### src/rtl/mem_port_arbiter.sv
// mem_port_arbiter
//
// Shares the single memory port of the multicycle core between the
// instruction-fetch requester (i_*) and the load/store requester (d_*).
// In IDLE it picks a winner, latches that request onto the registered
// memory port, waits for m_ack, then pulses the winner's *_done for one
// cycle. The next grant is made in the IDLE cycle after that.
//
// Handshake: i_req/d_req are levels. A requester raises its request with
// its address/data stable and keeps it up until its *_done pulse. It drops
// the request on the clock edge that ends that pulse. m_req is registered
// and stays high, with m_we/m_addr/m_wdata frozen, until the cycle in which
// memory returns a single-cycle m_ack. m_rdata is sampled with that m_ack.
// m_ack is ignored in IDLE and DONE.
//
// Ports:
//   clk, reset             clock, asynchronous active-high reset
//   i_req, i_addr          fetch request (level) and address
//   i_done, i_rdata        fetch completion pulse and fetched word
//   d_req, d_we, d_addr,   data request (level), store flag, address and
//   d_wdata                store data
//   d_done, d_rdata        data completion pulse and load word
//   m_req, m_we, m_addr,   registered memory request, write enable, address
//   m_wdata                and write data
//   m_ack, m_rdata         memory completion and read data
//   owner                  current owner (0 fetch, 1 data), valid while busy
//   busy                   arbiter is not IDLE
//   dbg_state              FSM state (0 IDLE, 1 BUSY, 2 DONE)
//   dbg_d_streak           consecutive data grants made while a fetch waited

module mem_port_arbiter #(
    parameter int AW           = 32,
    parameter int DW           = 32,
    parameter int MAX_D_STREAK = 4,
    localparam int SW          = $clog2(MAX_D_STREAK + 1)
) (
    input  logic          clk,
    input  logic          reset,
    input  logic          i_req,
    input  logic [AW-1:0] i_addr,
    output logic          i_done,
    output logic [DW-1:0] i_rdata,
    input  logic          d_req,
    input  logic          d_we,
    input  logic [AW-1:0] d_addr,
    input  logic [DW-1:0] d_wdata,
    output logic          d_done,
    output logic [DW-1:0] d_rdata,
    output logic          m_req,
    output logic          m_we,
    output logic [AW-1:0] m_addr,
    output logic [DW-1:0] m_wdata,
    input  logic          m_ack,
    input  logic [DW-1:0] m_rdata,
    output logic          owner,
    output logic          busy,
    output logic [1:0]    dbg_state,
    output logic [SW-1:0] dbg_d_streak
);

    typedef enum logic [1:0] {
        S_IDLE = 2'd0,
        S_BUSY = 2'd1,
        S_DONE = 2'd2
    } state_t;

    localparam logic [SW-1:0] STREAK_MAX = SW'(MAX_D_STREAK);

    state_t        state;
    logic [SW-1:0] d_streak;
    logic          fetch_wins;

    // Data has priority, except that a fetch which has already watched
    // MAX_D_STREAK data grants go by takes the next slot.
    assign fetch_wins = i_req && (!d_req || (d_streak == STREAK_MAX));

    assign busy         = (state != S_IDLE);
    assign dbg_state    = state;
    assign dbg_d_streak = d_streak;

    always_ff @(posedge clk or posedge reset) begin
        if (reset) begin
            state    <= S_IDLE;
            d_streak <= '0;
            owner    <= 1'b0;
            m_req    <= 1'b0;
            m_we     <= 1'b0;
            m_addr   <= '0;
            m_wdata  <= '0;
            i_done   <= 1'b0;
            d_done   <= 1'b0;
            i_rdata  <= '0;
            d_rdata  <= '0;
        end else begin
            // Completion pulses last exactly one cycle (the DONE cycle).
            i_done <= 1'b0;
            d_done <= 1'b0;
            case (state)
                S_IDLE: begin
                    if (i_req || d_req) begin
                        if (fetch_wins) begin
                            owner    <= 1'b0;
                            m_addr   <= i_addr;
                            m_we     <= 1'b0;
                            m_wdata  <= '0;
                            d_streak <= '0;
                        end else begin
                            owner   <= 1'b1;
                            m_addr  <= d_addr;
                            m_we    <= d_we;
                            m_wdata <= d_wdata;
                            // Only grants that make a fetch wait count
                            // towards its starvation limit.
                            if (i_req && (d_streak != STREAK_MAX)) begin
                                d_streak <= d_streak + SW'(1);
                            end
                        end
                        m_req <= 1'b1;
                        state <= S_BUSY;
                    end
                end
                S_BUSY: begin
                    if (m_ack) begin
                        if (owner) begin
                            d_rdata <= m_rdata;
                            d_done  <= 1'b1;
                        end else begin
                            i_rdata <= m_rdata;
                            i_done  <= 1'b1;
                        end
                        // Write enable and data are only meaningful while
                        // m_req is up; drop them with it.
                        m_req   <= 1'b0;
                        m_we    <= 1'b0;
                        m_wdata <= '0;
                        state   <= S_DONE;
                    end
                end
                S_DONE: begin
                    state <= S_IDLE;
                end
                default: begin
                    state <= S_IDLE;
                end
            endcase
        end
    end

endmodule
### config.mk
export PLATFORM = sky130hd
export DESIGN_NAME = mem_port_arbiter
export DESIGN_NICKNAME = d
export VERILOG_FILES = /design/src/rtl/mem_port_arbiter.sv
export SDC_FILE = /design/constraint.sdc
export NUM_CORES = 1
export LEC_CHECK = 0
export ABC_AREA = 0
export CAP_MARGIN = 40
export CORE_MARGIN = 3
export CORE_UTILIZATION = 40
export CTS_BUF_LIST = sky130_fd_sc_hd__clkbuf_8 sky130_fd_sc_hd__clkbuf_16
export DETAILED_ROUTE_END_ITERATION = 12
export PLACE_DENSITY_LB_ADDON = 0.05
export SYNTH_ARGS = -nofsm -noshare
export SYNTH_HDL_FRONTEND = slang
export SYNTH_SLANG_ARGS = --single-unit
### constraint.sdc
create_clock -name clk -period 5.1 [get_ports clk]
set_clock_uncertainty 0.1 [all_clocks]
set_input_delay 0.765 -clock clk [delete_from_list [all_inputs] [get_ports clk]]
set_output_delay 0.765 -clock clk [all_outputs]
set_load 0.01 [all_outputs]
Word-level counts from Yosys, hierarchy flattened. Cells that the tools add are included. W data, S select, Z words.

Bits in registers: 138. Input port bits: 134. Output and inout port bits: 139. Logic and storage cells: 56.

Add/sub/neg operators: 1. Equal/unequal tests: 5. Multiplexer cells: 23. Bitwise logic cells: 1. Reduce and logical (&&, ||, !) cells: 15.

Operator list (number): $mux W32 (4); $pmux W32 S2 (1); $reduce_and A3 Y1 (4); $mux W1 (11); $mux W3 (2); $reduce_bool A2 Y1 (3); $mux W2 (2); $ne A2 B2 Y1 const B (2); $pmux W1 S2 (2); $pmux W2 S2 (1); $reduce_and A2 Y1 (2); $add A3 B1 Y3 const B (1); $eq A3 B3 Y1 const B (1); $ne A3 B3 Y1 const B (1); $eq A2 B1 Y1 const B (1); $logic_and A1 B1 Y1 (2); $logic_not A2 Y1 (1); $logic_or A1 B1 Y1 (2); $logic_not A1 Y1 (1); $not A1 Y1 (1).

Depth between registers and ports, before layout. Gate-level depths: netlist (run 1).

Word-level depth: 6. Depth in mapped cells: 7. Gate-level depth less buffers: 5.

Least setup slack after synthesis (run 1). Ideal clock, no wire load.

Path kind: reg2out. Start: register state[0] (netlist: dbg_state[0]). End: output port busy. Data arrival time: 1.134 ns. Required time: 4.235 ns. Slack: 3.101 ns. Stages on the path, launching flop included: 4. Path buffers: 1. Cells stage by stage: dfrtp_1 > nor2_2 > clkbuf_1 > inv_1.

Longest elaborated chain between the ends: 1.

Ends and longest elaborated chain: start, declared (RTL line 69) `state_t state;`; start signal, assigned (RTL line 83) `state <= S_IDLE;`; start signal, assigned (RTL line 119) `state <= S_BUSY;`; start signal, assigned (RTL line 136) `state <= S_DONE;`; $reduce_bool A2 Y1 (RTL line 77) `assign busy = (state != S_IDLE);`; end, declared (RTL line 56) `output logic busy,`.

Every way passes these cells.

Worst setup path after layout (run 1). Ends and elaborated chain as after synthesis.

==> results of run 1 <==
==> per-stage QoR <==
stage	hold slack (ns)	setup WS, ns	utilization (%)
2_1_floorplan	0.411	0.539	-
4_1_cts	0.377	2.00	65.8
5_1_grt	0.407	1.83	65.8
3_3_place_gp	0.366	2.03	60.8
6_report	0.377	2.02	65.8
3_5_place_dp	0.363	2.25	61.9
==> where the power goes <==
part / switching (uW) / total (uW) / internal [uW]
Clock: 431 / 1150 / 717
Combinational: 1010 / 2530 / 1520
Sequential: 313 / 1930 / 1620
==> layer usage <==
metal  part of all wire (%)  global-route usage, %  vias up
met5                      0                      0        -
met4                    1.9                   7.40        0
met3                    8.4                   7.26       21
met2                     49                   34.1      223
met1                     40                   26.3     2251
li1                       -                      -     2143
==> layout make-up <==
type                    count  area [um2]  share of cell area (%)
repair buffers            283        2900                    31.6
well taps                 180         225                    2.45
inverters                   8        35.0                   0.382
clock buffers              18         439                    4.79
clock inverters            13         114                    1.24
multi-input cells         255        2010                    21.9
flip-flops and latches    138        3450                    37.6
==> cell families after synthesis <==
group,after synthesis,share of synthesized area (%)
compound gates,138,15.3
fa+ha+maj,2,0.438
buf+inv,46,4.42
flops,138,60.5
mux,64,14.5
simple gates,51,4.84
==> registers in the layout, indices dropped and copies added, names as in the netlist <==
| signal | flops |
|---|---|
| m_req | 1 |
| d_done | 1 |
| m_addr | 32 |
| m_we | 1 |
| owner | 1 |
| d_rdata | 32 |
| dbg_state | 2 |
| i_rdata | 32 |
| m_wdata | 32 |
| dbg_d_streak | 3 |
| i_done | 1 |
==> worst max path at each step <==
stage | endpoint | startpoint
3_3_place_gp | m_addr[17] | i_req
2_1_floorplan | d_done | reset
6_report | busy | dbg_state[0]
3_5_place_dp | m_wdata[17] | i_req
5_1_grt | busy | dbg_state[0]
4_1_cts | busy | dbg_state[0]
==> cells in the mapped netlist (all sizes together), types with 2 or more instances <==
master,n
a22o,33
buf,19
a21o,2
nand2,6
dfrtp,138
inv,8
a31oi,32
a21oi,32
o21ai,36
nand3,33
nor2,2
ha,2
mux2,64
clkbuf,19
nor3,2
==> worst register-to-register path: cells and delay by family (launching register included) <==
kind	cells	cell delay (ns)
simple gates	2	1.32
compound gates	1	0.15
buf+inv	1	0.23
flops	1	0.45
==> metrics.cfg, run 1 <==
[outcome]
status=finished, final reports clean

[worst_setup_path]
r2r_cells=4
r2r_setup_slack_ns=2.78
crit_buf_inv=2
crit_type=flop to output pin
r2r_end=m_wdata[16]
worstSetupEndpointType=output pin
crit-reg2reg-launch=dbg_state[0]
critical-path-top-delay-family=simple AND/OR/NAND/NOR gates
crit_fanout=21
worstSetupStartpointType=flop
cp.required_ns=4.24
crit_arrival_ns=2.22
cp.depth=3
worstPathCellList=nor2_2 > inv_1 > clkdlybuf4s50_1
cpPeakStageDelay_ns=0.73
slowest_stage=nor2_2

[global_route]
grt_max_degree=94
antenna_found_initial=0
grt_use_total_pct=21.0
grt_overflow=0
grt_pass1_vias=4875
grt_pass1_wl_mm=26.4

[yosys]
yosys.area.top_type=dfrtp_1
ys_types=35
synth_top_area_share_pct=60.5
synth_nets=575
avgSynthCellArea_um2=13.0
syn-cell-area_um2=5710
synth.area.top_cells=dfrtp_1 (60%), mux2_4 (7.6%), a22o_1 (5.1%)
synthCells=439
synth-seq-cells=138
synth_edf_count=0
yosysSeqAreaShare_pct=60.5
synth_warnings=0
synth-async-reset-ratio_pct=100
ys.flop_type=dfrtp_1

[sta]
rsz0062_at_grt=false
slew_viol_final=0
worst_pin_slew_ns=0.902
maxSlewHeadroom_pct=39.8
setup_tns_ns=0
setup_viol=0
min_period_ns=3.08
fmax_mhz=324
hold_viol=0
finalCritPeriodShare_pct=60.4

[power]
power_leakage_uw=0.00393
powerDensity_nw_per_um2=612
p_total_uw=5610
max-vdd-ir-drop_v=0.000308

[detailed_routing]
ant_nets=0
route.detailed.drc=0
via_count=4638
drt_pass1_iterations=4
routed_wl_mm=16.5
drtIter0Drc=221
vias_per_cell=5.18
routedWlPerCell_um=18.4

[clock_tree]
root_buffer=clkbuf_16
clock-sinks=138
cts_tree=done
hold_buffers=0
clk_pin_slew_ns=0.06
clock_path_buffers=2
post_cts_buffers=0
cts-resized-gates=0
worstSkewPairLatency_ns=0.40
h-tree-depth=4
cts_buffers=17

[floorplan]
die-area_um2=15700
start_util_pct=41.0
rows=43
coreArea_um2=13900
die_width_um=125
io_pins=273
die_h_um=125

[finish]
drive_above_1_share_pct=14.3
final_common_cell=clkdlybuf4s50_1
final_cell_mix=clkdlybuf4s50_1 (272), dfrtp_1 (138), o21ai_0 (34)
finalNetCount=839
diodes=0
synthToLayoutAreaGrowth_pct=60.6
final_cells=895
nFillCells=1089
fin_area_um2=9170

[job]
maxCapViolCount=0

[place]
placed_area_um2=8620
dpl.hpwl_mm=11.7
port_buffers=272
gp_congestion=0.773
placed_cells=864

[hold_path]
hold_end=m_req
min_from=m_req
hold_depth=2
hold_path_class=flop to flop

Note: power is estimated with default switching activity, not from simulation.
==> run 2, diff against run 1 <==
Settings changed: CORE_UTILIZATION 40 to 37.
Clock period 5.1 ns to 2.7 ns, I/O delays scaled along.
==> metrics.cfg, run 2 (synthesis results as in run 1) <==
[outcome]
status=finished, final reports clean

[sta]
min_period_ns=2.23
rsz0062_at_grt=false
finalCritPeriodShare_pct=82.4
hold_viol=0
fmax_mhz=449
setup_viol=0
holdWs_ns=0.279
worst_pin_slew_ns=0.781
slew_viol_final=0
setup_tns_ns=0
maxSlewHeadroom_pct=47.9

[finish]
fin_area_um2=9220
diodes=0
final_cells=901
drive_above_1_share_pct=14.6
synthToLayoutAreaGrowth_pct=61.4
finalNetCount=841
final_cell_mix=clkdlybuf4s50_1 (272), dfrtp_1 (138), o21ai_0 (34)
final_common_cell=clkdlybuf4s50_1
nFillCells=1190

[worst_setup_path]
crit_type=flop to output pin
r2r_end=m_we
crit_path_start=dbg_state[0]
cp.required_ns=2.19
worstPathCellList=nor2_2 > inv_1 > clkdlybuf4s50_1
r2r_cells=6
cpPeakStageDelay_ns=0.48
crit_arrival_ns=1.72
crit_path_end=busy
crit_fanout=7
crit-reg2reg-launch=dbg_d_streak[0]
worstSetupStartpointType=flop
worstSetupEndpointType=output pin
slowest_stage=clkdlybuf4s50_1
r2r_setup_slack_ns=0.67

[place]
gp_congestion=0.819
port_buffers=272
placed_area_um2=8610
placed_cells=870
dpl.hpwl_mm=11.7

[power]
p_sw_uw=3320
p_int_uw=7420
p_comb_share_pct=44.3
swShare_pct=30.9
powerDensity_nw_per_um2=1160
max-vdd-ir-drop_v=0.000504
power_frac_seq_pct=33.7
power_leakage_uw=0.00395
share_clk_of_total_power_pct=22.0
p_total_uw=10700

[global_route]
antenna_found_initial=0
grt_pass1_wl_mm=26.3
grt_max_degree=57
grt_overflow=0
grt_pass1_vias=4961
grt_use_total_pct=20.1

[clock_tree]
cts_tree=done
root_buffer=clkbuf_16
cts-resized-gates=0
cts_buffers=17
hold_buffers=0
post_cts_buffers=0
clock_path_buffers=2
clk_pin_slew_ns=0.06
h-tree-depth=4
worstSkewPairLatency_ns=0.42
clock-sinks=138

[detailed_routing]
routed_wl_mm=16.8
ant_nets=0
drtIter0Drc=310
route.detailed.drc=0
drt_pass1_iterations=4
via_count=4699
routedWlPerCell_um=18.7
vias_per_cell=5.22

[floorplan]
die_h_um=130
start_util_pct=38.6
rows=44
coreArea_um2=14800
die-area_um2=17000
io_pins=273
die_width_um=130

[hold_path]
hold_path_class=input pin to async pin

[job]
maxCapViolCount=0

==> run 2: how the worst min path moves through the flow <==
stage / cells past startpoint / slack, ns / to
2_1_floorplan: 2 / 0.41 / m_req
3_3_place_gp: 1 / 0.37 / i_rdata[9]
3_5_place_dp: 1 / 0.37 / i_rdata[4]
4_1_cts: 2 / 0.28 / m_wdata[4]
5_1_grt: 2 / 0.31 / m_wdata[1]
6_report: 2 / 0.28 / m_wdata[4]
==> run 2: critical path: cells and delay by family, from the launching register on <==
kind | cells | cell delay (ns)
buf+inv | 2 | 0.56
simple gates | 1 | 0.28
flops | 1 | 0.46
==> run 2: through the flow <==
stage | utilization (%) | setup WS [ns]
after floorplan | - | 0.474
after global placement | 58.1 | 0.277
after detailed placement | 58.2 | 0.417
after CTS | 62.3 | 0.442
after global routing | 62.3 | 0.380
final | 62.3 | 0.475
==> run 2: power groups by stage <==
stage / Combinational [uW] / Sequential (uW) / Clock [uW]
floorplan: 1720 / 4050 / 0
global placement: 4730 / 3600 / 0
detailed placement: 4800 / 3630 / 0
CTS: 4820 / 3620 / 2420
global route: 5120 / 3750 / 2510
finish: 4750 / 3620 / 2370
==> run 2: layout make-up <==
class                   count  area, um2  share of cell area, %
flip-flops and latches    138       3450                   37.5
repair buffers            285       2890                   31.4
multi-input cells         255       2010                   21.8
clock buffers              21        480                   5.21
well taps                 184        230                   2.50
clock inverters            10        125                   1.36
inverters                   8       33.8                  0.366
==> run 2: routing by layer <==
| metal | GRT usage [%] | share of wire, % | wire, um | up-vias |
|---|---|---|---|---|
| met5 | 0 | 0 | 0 | - |
| met4 | 7.64 | 2.2 | 378 | 0 |
| met3 | 7.04 | 8.8 | 1490 | 28 |
| met2 | 33.2 | 50 | 8430 | 218 |
| met1 | 24.1 | 39 | 6550 | 2312 |
| li1 | - | - | - | 2141 |
==> run 3, diff against run 2 <==
Clock period 2.7 ns to 2 ns, I/O delays scaled along.
==> metrics.cfg, run 3 (synthesis results as in run 1) <==
[outcome]
status=finished, final reports clean

[power]
p_sw_uw=4470
power_frac_seq_pct=34.7
swShare_pct=31.7
p_comb_share_pct=46.0
power_leakage_uw=0.00393
p_int_uw=9640
max-vdd-ir-drop_v=0.000771
powerDensity_nw_per_um2=1530
share_clk_of_total_power_pct=19.3

[clock_tree]
cts_tree=done
clock-sinks=138
worstSkewPairLatency_ns=0.41
cts_buffers=17
root_buffer=clkbuf_16
h-tree-depth=4
clock_path_buffers=2
post_cts_buffers=0
clk_pin_slew_ns=0.06

[sta]
finalCritPeriodShare_pct=96.3
rsz0062_at_grt=false
fmax_mhz=519
slew_viol_final=0
min_period_ns=1.93
worst_pin_slew_ns=0.484
maxSlewHeadroom_pct=67.7
setup_viol=0
holdWs_ns=0.252
hold_viol=0
setup_tns_ns=0

[worst_setup_path]
crit_buf_inv=1
cpPeakStageDelay_ns=0.64
crit_fanout=6
crit_type=flop to output pin
worstPathCellList=clkdlybuf4s50_1
r2r_setup_slack_ns=0.32
cp.required_ns=1.60
slowest_stage=clkdlybuf4s50_1
worstSetupEndpointType=output pin
r2r_end=i_rdata[25]
worstSetupStartpointType=flop
crit_arrival_ns=1.53
r2r_cells=4
critical-path-top-delay-family=buffers and inverters
crit-reg2reg-launch=dbg_state[1]

[hold_path]
hold_path_class=input pin to async pin

[floorplan]
start_util_pct=38.6
coreArea_um2=14800
die_width_um=130
rows=44
die-area_um2=17000
io_pins=273
die_h_um=130

[finish]
final_common_cell=clkdlybuf4s50_1
diodes=0
nFillCells=1143
synthToLayoutAreaGrowth_pct=61.1
drive_above_1_share_pct=15.3
final_cell_mix=clkdlybuf4s50_1 (271), dfrtp_1 (137), o21ai_0 (34)
utilization_pct=62.1
finalNetCount=847

[global_route]
gr-max-usage-layer=met2
antenna_found_initial=0
grt_use_total_pct=19.8
grt_overflow=0
grt_pass1_vias=4834
grt_util_met1_pct=24.4
grt_pass1_wl_mm=25.8
grt_use_met3_pct=7.00
met2_usage_pct=31.7
grt_max_degree=78

[detailed_routing]
route.detailed.drc=0
routed_wl_mm=16.7
drt_pass1_iterations=4
vias_per_cell=5.15
via_count=4657
ant_nets=0
routedWlPerCell_um=18.4
drtIter0Drc=238

[place]
gp_congestion=0.828
dpl.hpwl_mm=11.9
port_buffers=272

[job]
maxCapViolCount=0

==> run 3: timing repair <==
action                                  in CTS  in global routing
endpoints found under the setup margin       1                  0
resized for setup                            3                  0
hold buffers                                 0                  0
==> run 3: worst min-delay path, delay by kind of cell <==
| kind | cells | cell delay [ns] |
|---|---|---|
| buffers and inverters | 3 | 0.85 |
==> run 3: power groups by stage <==
stage	sequential, uW	combinational [uW]	clock (uW)
6_report	4900	6490	2720
3_5_place_dp	4910	6570	0
3_3_place_gp	4880	6480	0
5_1_grt	5060	6950	2950
4_1_cts	4900	6580	2810
2_1_floorplan	5470	2320	0
==> run 3: metrics by stage <==
step	cell area, um2	instances	power [uW]	setup slack, ns
2_1_floorplan	5720	439	7790	-0.121
3_3_place_gp	8690	876	11400	0.0599
3_5_place_dp	8690	876	11500	-0.00886
4_1_cts	9200	905	14300	0.0521
5_1_grt	9200	905	15000	0.0212
6_report	9200	905	14100	0.0730
==> run 3: metal layers <==
layer / vias to the layer above / part of all wire (%)
met5: - / 0
met4: 0 / 2.0
met3: 22 / 8.4
met2: 201 / 50
met1: 2274 / 40
li1: 2160 / -
==> run 3: cell type report <==
cell class / instances / area (um2) / share of cell area [%]
sequential: 138 / 3450 / 37.5
timing repair buffer: 291 / 2960 / 32.2
multi-input combinational: 255 / 2010 / 21.8
clock buffer: 19 / 453 / 4.92
tap: 184 / 230 / 2.50
clock inverter: 10 / 57.6 / 0.625
inverter: 8 / 33.8 / 0.367
==> run 3: worst max-delay path by stage <==
stage	end	depth (start not counted)	start	slack, ns
detailed placement	m_addr[20]	5	i_req	-0.009
CTS	dbg_state[1]	1	dbg_state[1]	0.05
global route	dbg_state[1]	1	dbg_state[1]	0.02
floorplan	d_done	1	reset	-0.12
global placement	m_addr[17]	5	i_req	0.06
finish	dbg_state[1]	1	dbg_state[1]	0.07
